File: src/rtl/aluout_pkg.sv
// aluout_pkg: shared widths, flag bit positions and entry layout for the ALU-out queue
package aluout_pkg;
  localparam int ALU_DATA_W = 8;
  localparam int ALU_FLAG_W = 4;
  localparam int FLAG_Z = 0;
  localparam int FLAG_N = 1;
  localparam int FLAG_C = 2;
  localparam int FLAG_V = 3;
  typedef struct packed {
    logic [ALU_DATA_W-1:0] data;
    logic [ALU_FLAG_W-1:0] flags;
  } aluout_entry_t;
endpackage

File: src/rtl/aluout_fifo_mem.sv
// aluout_fifo_mem: entry storage with synchronous write and combinational read
module aluout_fifo_mem #(
  parameter int W = 12,
  parameter int DEPTH = 4,
  localparam int PW = $clog2(DEPTH)
) (
  input  logic          clock,
  input  logic          we,
  input  logic [PW-1:0] wa,
  input  logic [W-1:0]  wd,
  input  logic [PW-1:0] ra,
  output logic [W-1:0]  rd
);
  logic [W-1:0] mem [DEPTH];
  always_ff @(posedge clock)
    if (we) mem[wa] <= wd;
  assign rd = mem[ra];
endmodule

File: src/rtl/aluout_fifo.sv
// aluout_fifo: in-order queue of ALU results and flags with a registered head entry
module aluout_fifo
  import aluout_pkg::*;
#(
  parameter int DATA_W = ALU_DATA_W,
  parameter int FLAG_W = ALU_FLAG_W,
  parameter int DEPTH = 4
) (
  input  logic                         clock,
  input  logic                         reset_n,
  input  logic                         run,
  input  logic                         c22,
  input  logic [DATA_W-1:0]            alu_output,
  input  logic [FLAG_W-1:0]            alu_flags,
  input  logic                         pop,
  input  logic                         flush,
  output logic [DATA_W-1:0]            alu_out_register,
  output logic [FLAG_W-1:0]            alu_flags_out,
  output logic                         valid,
  output logic                         full,
  output logic [$clog2(DEPTH+1)-1:0]   count,
  output logic                         overflow
);
  localparam int PW = $clog2(DEPTH);
  localparam int CW = $clog2(DEPTH+1);
  localparam int W = DATA_W + FLAG_W;
  if (DEPTH < 2 || (DEPTH & (DEPTH - 1)) != 0) begin : g_bad_depth
    $error("aluout_fifo: DEPTH must be a power of two >= 2");
  end
  logic          push, pop_ok, push_ok;
  logic [PW-1:0] rd_ptr, wr_ptr, rd_nxt;
  logic [CW-1:0] cnt_nxt;
  logic [W-1:0]  mem_q, head_nxt;
  assign push    = c22 & run;
  assign pop_ok  = pop & run & valid;
  assign push_ok = push & (~full | pop_ok);
  assign rd_nxt  = rd_ptr + PW'(pop_ok);
  assign cnt_nxt = count + CW'(push_ok) - CW'(pop_ok);
  // The head is registered, so an entry written this edge that becomes head is taken from the input
  assign head_nxt = cnt_nxt == '0 ? '0
                  : (push_ok && rd_nxt == wr_ptr) ? {alu_output, alu_flags} : mem_q;
  aluout_fifo_mem #(.W(W), .DEPTH(DEPTH)) u_mem (
    .clock(clock),
    .we(push_ok & ~flush),
    .wa(wr_ptr),
    .wd({alu_output, alu_flags}),
    .ra(rd_nxt),
    .rd(mem_q)
  );
  always_ff @(posedge clock) begin
    if (!reset_n || flush) begin
      rd_ptr <= '0;
      wr_ptr <= '0;
      count <= '0;
      valid <= 1'b0;
      full <= 1'b0;
      overflow <= 1'b0;
      {alu_out_register, alu_flags_out} <= '0;
    end else begin
      rd_ptr <= rd_nxt;
      wr_ptr <= wr_ptr + PW'(push_ok);
      count <= cnt_nxt;
      valid <= cnt_nxt != '0;
      full <= cnt_nxt == CW'(DEPTH);
      overflow <= overflow | (push & full & ~pop_ok);
      {alu_out_register, alu_flags_out} <= head_nxt;
    end
  end
endmodule

File: config.mk
export PLATFORM = sky130hd
export DESIGN_NAME = aluout_fifo
export DESIGN_NICKNAME = d
export VERILOG_FILES = /design/src/rtl/aluout_pkg.sv /design/src/rtl/aluout_fifo_mem.sv /design/src/rtl/aluout_fifo.sv
export SDC_FILE = /design/constraint.sdc
export NUM_CORES = 1
export LEC_CHECK = 0
export ABC_AREA = 1
export CORE_MARGIN = 3
export CORE_UTILIZATION = 55
export DETAILED_ROUTE_END_ITERATION = 10
export DONT_BUFFER_PORTS = 1
export HOLD_SLACK_MARGIN = 0.02
export PLACE_DENSITY = 0.74
export SETUP_SLACK_MARGIN = 0.15
export SLEW_MARGIN = 30
export SYNTH_ARGS = -nofsm -noshare
export SYNTH_HDL_FRONTEND = slang
export SYNTH_SLANG_ARGS = --single-unit
File: constraint.sdc
create_clock -name clock -period 2.9 [get_ports clock]
set_input_delay 0.29 -clock clock [delete_from_list [all_inputs] [get_ports clock]]
set_output_delay 0.29 -clock clock [all_outputs]
set_load 0.005 [all_outputs]
; ---- After elaboration in Yosys (flattened, before gate mapping)
; Memories as Yosys holds them, arrays and structs flattened. A register that Yosys moved wholly into a read port is not among the register bits.
; Cells that the tools add are included.
[word_totals]
memories = 1
ram_bits = 48
reg_bits = 10
inputBits = 18
[mem_list]
columns = name, words, width, rd, rd_ports_with_merged_regs, write_ports, line_no
row1 = u_mem.mem, 4, 12, 1, 1, 1, aluout_fifo_mem.sv:14  ; logic [W-1:0] mem [DEPTH];
[classes]
n_bitwise = 12
addsub = 4
n_eq_ne = 1
reduce_logical = 5
muxes = 2
[ops]
columns = op, n
row1 = $and 1x1->1, 7
row2 = $add 2x1->2, 2
row3 = $add 3x1->3, 1
row4 = $eq 3x3->1 const B, 1
row5 = $logic_not 3->1, 1
row6 = $not 1->1, 3
row7 = $reduce_bool 3->1, 1
row8 = $sub 3x1->3, 1
row9 = $mux 1, 2
row10 = $or 1x1->1, 2
row11 = $reduce_or 2->1, 1
row12 = $logic_not 1->1, 1
row13 = $logic_or 1x1->1, 1

; ---- Logic depth before layout (Yosys ltp)
[logic_depth]
depth_word = 8
mapped_depth = 17
mapped_depth_nobuf = 16

; ---- Modules after synthesis
; A second synthesis with hierarchy kept.
[hier_totals]
hier_cells = 337
hier_area_um2 = 3173.0
[by_module_without_submodules]
columns = mod, cells_per_inst, n_inst, area_per_inst_um2, seq_area_each_um2
row1 = aluout_fifo_mem, 196, 1, 2102.0, 1441.4
row2 = aluout_fifo, 141, 1, 1071.0, 440.4

; ---- Least setup slack after synthesis
; OpenSTA, ideal clock, no wires.
[synth_path]
kind = reg2reg
from = register valid
to = register alu_flags_out[0]
setup_ns = 0.064
t_required_ns = 2.836
path_slack_ns = 0.677
arrival_time_ns = 2.160
path_stages_with_launch = 17
path_cell_list = dfxtp_1 > nand3_1 > nand2_1 > inv_1 > nor2_1 > inv_1 > ha_1 > inv_1 > ha_1 > fa_1 > inv_1 > nand2_1 > nand2_1 > nand2_1 > buf_6 > nand2_1 > nor2_1
[synth_via]
elab_chain_cells = 7
elab_cells_between_ends = 8
classes_between = add/sub (3) / bitwise (3) / reduce/logical (2)
[synth_lines]
columns = element, line_no
row1 = start: declaration, aluout_fifo.sv:19  ; output logic valid,
row2 = start signal: assignment, aluout_fifo.sv:55  ; valid <= 1'b0;
row3 = start signal: assignment, aluout_fifo.sv:63  ; valid <= cnt_nxt != '0;
row4 = $and 1x1->1 *, aluout_fifo.sv:35  ; assign pop_ok = pop & run & valid;
row5 = $or 1x1->1, aluout_fifo.sv:36  ; assign push_ok = push & (~full | pop_ok);
row6 = $and 1x1->1, aluout_fifo.sv:36
row7 = $add 3x1->3, aluout_fifo.sv:38  ; assign cnt_nxt = count + CW'(push_ok) - CW'(pop_ok);
row8 = $sub 3x1->3 *, aluout_fifo.sv:38
row9 = named net cnt_nxt[1], aluout_fifo.sv:32  ; logic [CW-1:0] cnt_nxt;
row10 = $logic_not 3->1 *, aluout_fifo.sv:40  ; assign head_nxt = cnt_nxt == '0 ? '0
row11 = $reduce_or 2->1 (no source line) *, -
row12 = end signal: assignment, aluout_fifo.sv:66  ; {alu_out_register, alu_flags_out} <= head_nxt;
row13 = end: declaration, aluout_fifo.sv:18  ; output logic [FLAG_W-1:0] alu_flags_out,
; Mark *: on every way through the listed nets, which the timed path passes. The rest lies on a longest branch.
; A chain may end at the register's enable or synchronous reset.

; ---- Final worst setup path
[layout_path]
from = register valid
to = register alu_out_register[7]
[layout_via]
elab_chain_cells = 7
elab_cells_between_ends = 8
classes_between = add/sub (3) / bitwise (3) / reduce/logical (2)
[layout_lines]
columns = element, line_no
row1 = $and 1x1->1 *, aluout_fifo.sv:35
row2 = $or 1x1->1, aluout_fifo.sv:36
row3 = $and 1x1->1, aluout_fifo.sv:36
row4 = $add 3x1->3, aluout_fifo.sv:38
row5 = $sub 3x1->3 *, aluout_fifo.sv:38
row6 = named net cnt_nxt[1], aluout_fifo.sv:32
row7 = $logic_not 3->1 *, aluout_fifo.sv:40
row8 = $reduce_or 2->1 (no source line) *, -
row9 = end signal: assignment, aluout_fifo.sv:66
row10 = end: declaration, aluout_fifo.sv:17  ; output logic [DATA_W-1:0] alu_out_register,
; Marks and branches as above.

==> run_results.csv <==
group,metric,value,unit
worst_setup_path,cp-endpoint,"alu_out_register[7]",
placed_design,port_buffers,0,
global_route,grt_pass1_wl,9000,um
timing,setup_viol,0,
global_route,grt_start_max_net_pins,26,
worst_setup_path,critPathKind,"flop to flop",
global_route,grt_use_total,0.197,
synth,synth_nets,328,
synth,netlist_top_cells_area,"edfxtp_1 (49%), nand2_1 (18%), dfxtp_1 (15%)",
routing,avgRoutedWirePerCell,13.9,um
worst_setup_path,reg2regPathDepth,15,
worst_setup_path,reg2reg_from,"valid",
timing,rsz0062_at_grt,"false",
routing,vias,1969,
floorplanning,core_area,5140,um2
worst_setup_path,start_kind,"flop",
worst_setup_path,critPathArrivalTime,2.66,ns
floorplanning,rows,26,
layout,fin_cells,390,
layout,fin_nets,339,
worst_setup_path,cp.required,3.18,ns
power,ir_drop,329,uV
clock_network,cts_root_buf,"clkbuf_8",
layout,diodes,0,
floorplanning,die_w,79.2,um
worst_setup_path,endpoint_kind,"flop",
clock_network,cts.path.max_buffers,2,
timing,min_period_over_period,0.822,
synth,ys.warnings.count,0,
floorplanning,pin_count,36,
clock_network,cts.sinks,70,
power,pwr-share-comb,0.052,
global_route,grt_pass1_vias,1909,
timing,slew_headroom,0.638,
routing,ant_nets,0,
placed_design,place_inst,373,
worst_setup_path,rrSetupSlack,0.52,ns
worst_setup_path,crit_start,"valid",
placed_design,gp_congestion,0.778,
synth,seq_area_frac_synth,0.638,
timing,setup_tns,0,ns
timing,fin_crit,2.38,ns
global_route,overflow,0,
hold_path,hold_depth,0,
clock_network,cts_tree,"yes",
routing,totalWireLength,5420,um
floorplanning,die_area,6280,um2
synth,synth_cell_types,21,
routing,drt_iter0_drc,198,
floorplanning,die_y,79.2,um
timing,worstMarginPinSlew,0.541,ns
global_route,antenna_found_initial,0,
synth,synth_ff_type,"edfxtp_1",
floorplanning,initial_core_util,0.574,
power,swShare,0.216,
power,p_leak,1.38,nW
synth,synth_cells,305,
synth,ys_ff_latch,70,
clock_network,h-tree-depth,3,
power,power_frac_seq,0.593,
placed_design,hpwl,3450,um
routing,avgViaCountPerCell,5.05,
routing,drc,0,
power,power_density,574,nW/um2
run,maxCapViolCount,0,
worst_setup_path,r2r_end,"alu_out_register[7]",
synth,syn_avg_cell_area,9.67,um2
worst_setup_path,path_max_fanout,13,
synth,yosysTopAreaCell,"edfxtp_1",
status,status,"complete, no violations",
clock_network,path_clk_slew,0.07,ns
timing,drv_slew,0,
timing,fin_worst_skew,0.0112,ns
power,p_switching,398,uW
hold_path,hold_class,"input pin to flop",
power,clkPwrFrac,0.355,
clock_network,cts_made_buffers,9,
layout,drive_above_1_share,0.0844,
synth,synth_top_area_share,0.489,
routing,firstDrtPassIters,4,
synth,synth_edf_count,48,
synth,synth_area,2950,um2
timing,hold_viol_final,0,
synth,synthArstFlopShare,0,
layout,syn_to_final_growth,8.91,%
clock_network,insertion_delay,0.34,ns
power,p_int,1.45,mW
timing,fmax,420,MHz
==> worst max-delay path, stage by stage, from the launching register on <==
cell	delay, ns
dfxtp_1	0.36
nand3_1	0.11
nand2_1	0.10
inv_1	0.06
nor2_1	0.13
inv_1	0.06
ha_1	0.26
inv_1	0.04
ha_1	0.18
fa_1	0.48
inv_1	0.05
nand2_1	0.07
nand2_1	0.09
nand2_4	0.19
nand2_1	0.08
nor2_1	0.08
==> cell usage after synthesis, types with 2 or more instances <==
| master | count |
|---|---|
| dfxtp_1 | 22 |
| buf_6 | 3 |
| ha_1 | 4 |
| edfxtp_1 | 48 |
| buf_2 | 6 |
| nand2_1 | 141 |
| xnor2_1 | 2 |
| o21bai_1 | 7 |
| inv_1 | 22 |
| nand3_1 | 3 |
| inv_2 | 2 |
| nor3_1 | 11 |
| nor2_1 | 26 |
==> stage by stage <==
step	util	hold slack [ns]	instance area, um2	power [mW]	setup slack, ns
6_report	0.625	0.0435	3210	1.84	0.517
5_1_grt	0.625	0.0223	3210	1.92	0.208
4_1_cts	0.620	0.0305	3180	1.85	0.238
3_5_place_dp	0.589	0.389	3030	1.21	0.261
3_3_place_gp	0.589	0.389	3030	1.21	0.330
2_1_floorplan	-	0.389	2950	1.19	0.677
==> cell type report <==
class                      instances  area (um2)
fill                             438        1930
clock buffer                      13         149
sequential                        70        1880
multi-input combinational        201         913
clock inverter                     2        10.0
timing repair buffer              10        80.1
tap                               70        87.6
inverter                          24        90.1
==> how the worst min path moves through the flow <==
stage | to | slack, ns | from
2_1_floorplan | u_mem.mem[0][0] | 0.39 | alu_flags[0]
3_3_place_gp | u_mem.mem[3][6] | 0.39 | alu_output[2]
3_5_place_dp | u_mem.mem[1][0] | 0.39 | alu_flags[0]
4_1_cts | u_mem.mem[0][4] | 0.03 | alu_output[0]
5_1_grt | u_mem.mem[2][3] | 0.02 | alu_flags[3]
6_report | u_mem.mem[2][7] | 0.04 | alu_output[3]
==> flip-flops by register name, indices dropped and copies added (netlist names) <==
register          flops
count                 3
u_mem.mem            48
valid                 1
alu_flags_out         4
rd_ptr                2
alu_out_register      8
overflow              1
wr_ptr                2
full                  1
==> power by group through the flow <==
| stage | combinational (mW) | clock, mW | sequential [mW] |
|---|---|---|---|
| after floorplan | 0.0791 | 0 | 1.11 |
| after global placement | 0.0901 | 0 | 1.12 |
| after detailed placement | 0.0929 | 0 | 1.12 |
| after CTS | 0.0936 | 0.665 | 1.09 |
| after global routing | 0.112 | 0.713 | 1.09 |
| final | 0.0968 | 0.654 | 1.09 |
==> logic make-up after synthesis <==
kind of cell	synth area share
xor+xnor	0.0144
compound gates	0.0195
buf+inv	0.0547
flops	0.638
simple gates	0.249
fa+ha+maj	0.0238
==> routing by layer <==
metal / share of wire / track usage
met1: 0.42 / 0.239
met2: 0.49 / 0.306
met3: 0.059 / 0.0544
met4: 0.029 / 0.131
met5: 0 / 0
==> layout by cell type (no fill, tap or decap), drive strengths merged <==
cell type	synthesis	layout
nand3	5	5
clkbuf	0	13
xor2	1	1
clkinv	0	2
xnor2	3	3
nand2	141	141
edfxtp	48	48
dfxtp	22	22
nor3	11	11
inv	24	24
buf	10	8
a21oi	1	1
fa	1	1
ha	4	4
dlygate4sd3	0	2
nor2	27	27
o21bai	7	7
==> timing repair <==
item,4_1_cts,5_1_grt
setup endpoints to repair,0,13
endpoints found under the hold margin,0,6
setup buffers,0,0
gates resized for setup,0,2
hold buffers,0,2
No activity file was read; power rests on OpenSTA's default activity.
